### config.mk
export PLATFORM = sky130hd
export DESIGN_NAME = seg7_scan_scheduler
export DESIGN_NICKNAME = d
export VERILOG_FILES = /design/src/rtl/seg7_scan_scheduler.sv
export SDC_FILE = /design/constraint.sdc
export NUM_CORES = 1
export LEC_CHECK = 0
export BUFFER_PORTS_ARGS = -buffer_cell sky130_fd_sc_hd__buf_4
export CAP_MARGIN = 20
export CORE_ASPECT_RATIO = 0.9
export CORE_UTILIZATION = 53
export CTS_CLUSTER_SIZE = 10
export DETAILED_ROUTE_END_ITERATION = 16
export PLACE_DENSITY = 0.8
export RECOVER_POWER = 25
export SLEW_MARGIN = 20
export SYNTH_ARGS = -nofsm -noshare
export SYNTH_HDL_FRONTEND = slang
export SYNTH_SLANG_ARGS = --single-unit
### constraint.sdc
create_clock -name clk -period 2.3 [get_ports clk]
set_input_delay 0.23 -clock clk [delete_from_list [all_inputs] [get_ports clk]]
set_output_delay 0.23 -clock clk [all_outputs]
set_load 0.1 [all_outputs]
### src/rtl/seg7_scan_scheduler.sv
// Frame-synchronous scan scheduler for a 4-digit common-anode seven-segment display.
// Optional leading-zero blanking is enabled by defining SEG7_LZB_EN.
module seg7_scan_scheduler #(
    parameter int unsigned PRESCALE     = 50000,
    parameter int unsigned BLANK_CYCLES = 500
) (
    input  logic        clk,
    input  logic        rst_n,
    input  logic [15:0] number_i,
    input  logic        update_i,
    output logic        upd_ack_o,
    output logic        frame_st_o,
    output logic [6:0]  out7,
    output logic [3:0]  en_out
);

    localparam int unsigned CntMax = (PRESCALE > BLANK_CYCLES) ? PRESCALE : BLANK_CYCLES;
    localparam int unsigned CntW   = (CntMax > 2) ? $clog2(CntMax) : 1;
    localparam logic [CntW-1:0] ShowLast  = CntW'(PRESCALE - 1);
    localparam logic [CntW-1:0] BlankLast = CntW'((BLANK_CYCLES == 0) ? 0 : BLANK_CYCLES - 1);

    typedef enum logic [0:0] {StShow, StBlank} state_e;

    state_e          state_q, state_d;
    logic [1:0]      idx_q, idx_d;
    logic [CntW-1:0] cnt_q, cnt_d;
    logic            wrap_q, wrap_d;
    logic [15:0]     shadow_q, shadow_d;
    logic [15:0]     staging_q, staging_d;
    logic            pending_q, pending_d;
    logic [6:0]      out7_q, out7_d;
    logic [3:0]      en_q, en_d;
    logic            ack_q, ack_d;
    logic            fst_q, fst_d;
    logic [15:0]     upper;

    function automatic logic [6:0] hex7(input logic [3:0] v);
        logic [6:0] s;
        unique case (v)
            4'h0: s = 7'h40;
            4'h1: s = 7'h79;
            4'h2: s = 7'h24;
            4'h3: s = 7'h30;
            4'h4: s = 7'h19;
            4'h5: s = 7'h12;
            4'h6: s = 7'h02;
            4'h7: s = 7'h78;
            4'h8: s = 7'h00;
            4'h9: s = 7'h10;
            4'hA: s = 7'h08;
            4'hB: s = 7'h03;
            4'hC: s = 7'h46;
            4'hD: s = 7'h21;
            4'hE: s = 7'h06;
            4'hF: s = 7'h0E;
        endcase
        return s;
    endfunction

    always_comb begin
        state_d   = state_q;
        idx_d     = idx_q;
        cnt_d     = cnt_q + CntW'(1);
        wrap_d    = 1'b0;
        shadow_d  = shadow_q;
        staging_d = staging_q;
        pending_d = pending_q;
        ack_d     = 1'b0;
        fst_d     = wrap_q;
        out7_d    = 7'h7F;
        en_d      = 4'hF;
        upper     = 16'h0000;

        unique case (state_q)
            StShow: begin
                if (cnt_q == ShowLast) begin
                    cnt_d = '0;
                    if (BLANK_CYCLES == 0) begin
                        idx_d  = idx_q + 2'd1;
                        wrap_d = (idx_q == 2'd3);
                    end else begin
                        state_d = StBlank;
                    end
                end
            end
            StBlank: begin
                if (cnt_q == BlankLast) begin
                    cnt_d   = '0;
                    idx_d   = idx_q + 2'd1;
                    wrap_d  = (idx_q == 2'd3);
                    state_d = StShow;
                end
            end
            default: state_d = StShow;
        endcase

        // wrap_q marks the first digit-0 SHOW cycle; an update arriving then bypasses staging.
        if (wrap_q && (pending_q || update_i)) begin
            shadow_d  = update_i ? number_i : staging_q;
            pending_d = 1'b0;
            ack_d     = 1'b1;
        end else if (update_i) begin
            staging_d = number_i;
            pending_d = 1'b1;
        end

        if (state_q == StShow) begin
            upper  = shadow_d >> {idx_q, 2'b00};
            out7_d = hex7(upper[3:0]);
            en_d   = ~(4'b0001 << idx_q);
`ifdef SEG7_LZB_EN
            if (idx_q != 2'd0 && upper == 16'h0000) begin
                en_d = 4'hF;
            end
`endif
        end
    end

    always_ff @(posedge clk or negedge rst_n) begin
        if (!rst_n) begin
            state_q   <= StShow;
            idx_q     <= 2'd0;
            cnt_q     <= '0;
            wrap_q    <= 1'b0;
            shadow_q  <= 16'h0000;
            staging_q <= 16'h0000;
            pending_q <= 1'b0;
            out7_q    <= 7'h7F;
            en_q      <= 4'hF;
            ack_q     <= 1'b0;
            fst_q     <= 1'b0;
        end else begin
            state_q   <= state_d;
            idx_q     <= idx_d;
            cnt_q     <= cnt_d;
            wrap_q    <= wrap_d;
            shadow_q  <= shadow_d;
            staging_q <= staging_d;
            pending_q <= pending_d;
            out7_q    <= out7_d;
            en_q      <= en_d;
            ack_q     <= ack_d;
            fst_q     <= fst_d;
        end
    end

    assign out7       = out7_q;
    assign en_out     = en_q;
    assign upd_ack_o  = ack_q;
    assign frame_st_o = fst_q;

endmodule

==> run metrics <==
vias per cell=5.73; Tcrit/Tclk final=98.5%; Leak Pwr=1.90 nW; failing checks=max-capacitance violations, max-slew violations; Core Util, Final=between 60% and 70%; max_cap viols=1; CP max stage delay=0.44 ns; CP Class=flip-flop to flip-flop; Worst slew margin=-6.16%; worst min-delay path category=input pin to flip-flop; Max Freq=442 MHz; commonest non-fill, non-tap cell in the layout=dfrtp_1; top_reg_cell synth=dfrtp_1; Setup Viol. Count Final=0; critical-path maximum fanout=4; worst clock skew=0.00912 ns; Setup crit start kind=flip-flop; final slew viol count=67; clock-pin slew on the worst setup and hold paths=0.07 ns; IO Port Bufs=31; row count=26; Avg Cell Area, Syn=11.2 um2; CTS tree=yes; maximum vdd drop=between 0.3 and 0.4 mV; TritonRoute pass-1 iters=6; met3 routed WL=about 350 um; asr flop ratio synth=100%; Yosys top cell area share=a little over two fifths; via count=approximately 2400; Syn Std Cell Area=3260 um2; initial core utilization=between 50% and 60%; area delta synth->final=20.5%; PwrDens=657 nW/um2; most frequent cells in the layout=dfrtp_1, buf_4, nand2_1, nor2_1, mux2_2; Routed WL=roughly 6.7 mm; Yosys cell types=48; crit path DAT=2.52 ns; ranking of synthesized cells by area=dfrtp_1, dfstp_2, mux2_2, ha_1, nand2_1; pin count of the biggest net entering global routing=67; initial antenna violation count=0; I/O pin total=32; CTS HTree Levels=3; wl on met1=around 3.0 mm; Worst Path Required=2.55 ns; Final nets=371; Final ANT Viol Nets=0; die area=6480 um2; clk buf depth=2; cts hold-fix bufs=0; diode count=0; highest routed layer=met4; Final Hold Viols=0; drt drc=0; Sinks on Clock Net=66; final RePlAce weighted congestion=just over 0.8; met2 WL=3.22 mm; Core Box Area=a little under 6000 um2; minimum clock period=approximately 2.3 ns; Tightest Pin Transition=around 1.6 ns; placed instance area=between 3000 and 4000 um2; post-DP HPWL=~4.5 mm; synth warn=0; share of post-route cells with drive strength above 1=33.2%; cell area after layout=3930 um2; #FFs+latches synth=66; Yosys top cell by area=dfrtp_1; sequential share of the synthesized area=51.0%; CP endpoint kind=flip-flop; Synth Instances=292; vias in the first global route=2415; Overflow after GRT=0; global-route total usage across every layer=between 20 and 25%; Post-Synthesis Net Count=322; Num CTS Buffers=9; Die X-Extent=84.7 um; CP Cell Sequence=o21ai_4 > mux2_4 > o22ai_2 > a221oi_2 > buf_4 > ha_1 > mux2_2 > a211o_1; CTS Root Cell=clkbuf_8; status=complete, but fails checks; Die Ht=76.4 um; WL per Instance=16.1 um; Post-synth EDFFs=0; global-route wire length before repair=11.3 mm; drt initial violations=216; slowest CP cell=dfrtp_2; worst skew pair latency=roughly 0.34 ns
[worst paths after layout]
check	slack (ns)	startpoint	endpoint	cells past startpoint
worst max-delay path	0.04	pending_q	out7[0]	8
worst max register to register	0.04	pending_q	out7[0]	8
max in group asynchronous	0.95	rst_n	pending_q	1
worst min-delay path	0.10	number_i[7]	staging_q[7]	3
min in group asynchronous	0.29	rst_n	staging_q[10]	1
worst min register to register	0.46	shadow_q[9]	shadow_q[9]	2
[metrics by stage]
stage          cells  setup TNS [ns]  power [W]  hold WS [ns]  setup slack (ns)
6_report         416               0    0.00258         0.102            0.0354
2_1_floorplan    292         -0.0616    0.00144       -0.0656           -0.0616
4_1_cts          412               0    0.00260        0.0121            0.0220
3_5_place_dp     396               0    0.00153         0.385           0.00781
3_3_place_gp     396               0    0.00152         0.378            0.0619
5_1_grt          416         -0.0165    0.00267         0.104           -0.0165
[kinds of logic after synthesis]
group | after synthesis | share of synthesized area [%]
compound gates | 30 | 6.44
mux | 35 | 12.3
fa+ha+maj | 11 | 4.22
buf+inv | 24 | 3.64
flops | 66 | 51.0
xor+xnor | 15 | 4.03
simple gates | 111 | 18.3
[sequential cells by signal, summed over array words and instances, names as in the netlist]
| signal | cells |
|---|---|
| shadow_q | 16 |
| fst_d | 1 |
| cnt_q | 16 |
| idx_q | 2 |
| pending_q | 1 |
| state_q | 1 |
| frame_st_o | 1 |
| staging_q | 16 |
| en_out | 4 |
| out7 | 7 |
| upd_ack_o | 1 |
[where the power goes]
part | internal, W | switching [W] | total (W)
sequential | 0.00122 | 0.0000231 | 0.00124
combinational | 0.000102 | 0.000167 | 0.000269
clock | 0.000650 | 0.000423 | 0.00107
total | 0.00197 | 0.000613 | 0.00258
[synthesized netlist by cell type (5+ instances only)]
master	count
dfrtp_1	55
nand2_1	33
nor2_1	25
mux2_2	22
inv_1	14
dfstp_2	11
ha_1	11
mux2i_1	11
o22ai_1	9
and3_1	8
xnor2_1	8
nand3_1	7
xor2_1	7
and3b_1	5
nor2b_1	5
nor3_1	5
o21ai_0	5
[area by class of cell]
| type | instances | area (um2) |
|---|---|---|
| clock inverters | 1 | 30.0 |
| multi-input cells | 202 | 1540 |
| clock buffers | 15 | 196 |
| inverters | 14 | 52.6 |
| fillers | 408 | 1860 |
| repair buffers | 48 | 359 |
| flip-flops and latches | 66 | 1670 |
| well taps | 70 | 87.6 |
[worst max-delay path, delay by kind of cell (launching register included)]
family	cells	cell delay, ns
AO/OA/AOI/OAI	4	0.79
adder cells (fa/ha/maj)	1	0.19
buffers and inverters	1	0.16
flip-flops	1	0.44
multiplexers	2	0.60
[per-layer routing]
layer | global-route usage, % | vias to the layer above
met3 | 7.15 | 8
li1 | - | 1128
met1 | 29.4 | 1181
met5 | 0 | -
met4 | 10.8 | 0
met2 | 34.7 | 66
[what timing repair did]
item / 4_1_cts / 5_1_grt
resized for setup: 0 / 11
buffers inserted: 0 / 4
endpoints found under the setup margin: 0 / 6
Note: power is estimated with default switching activity, not from simulation.
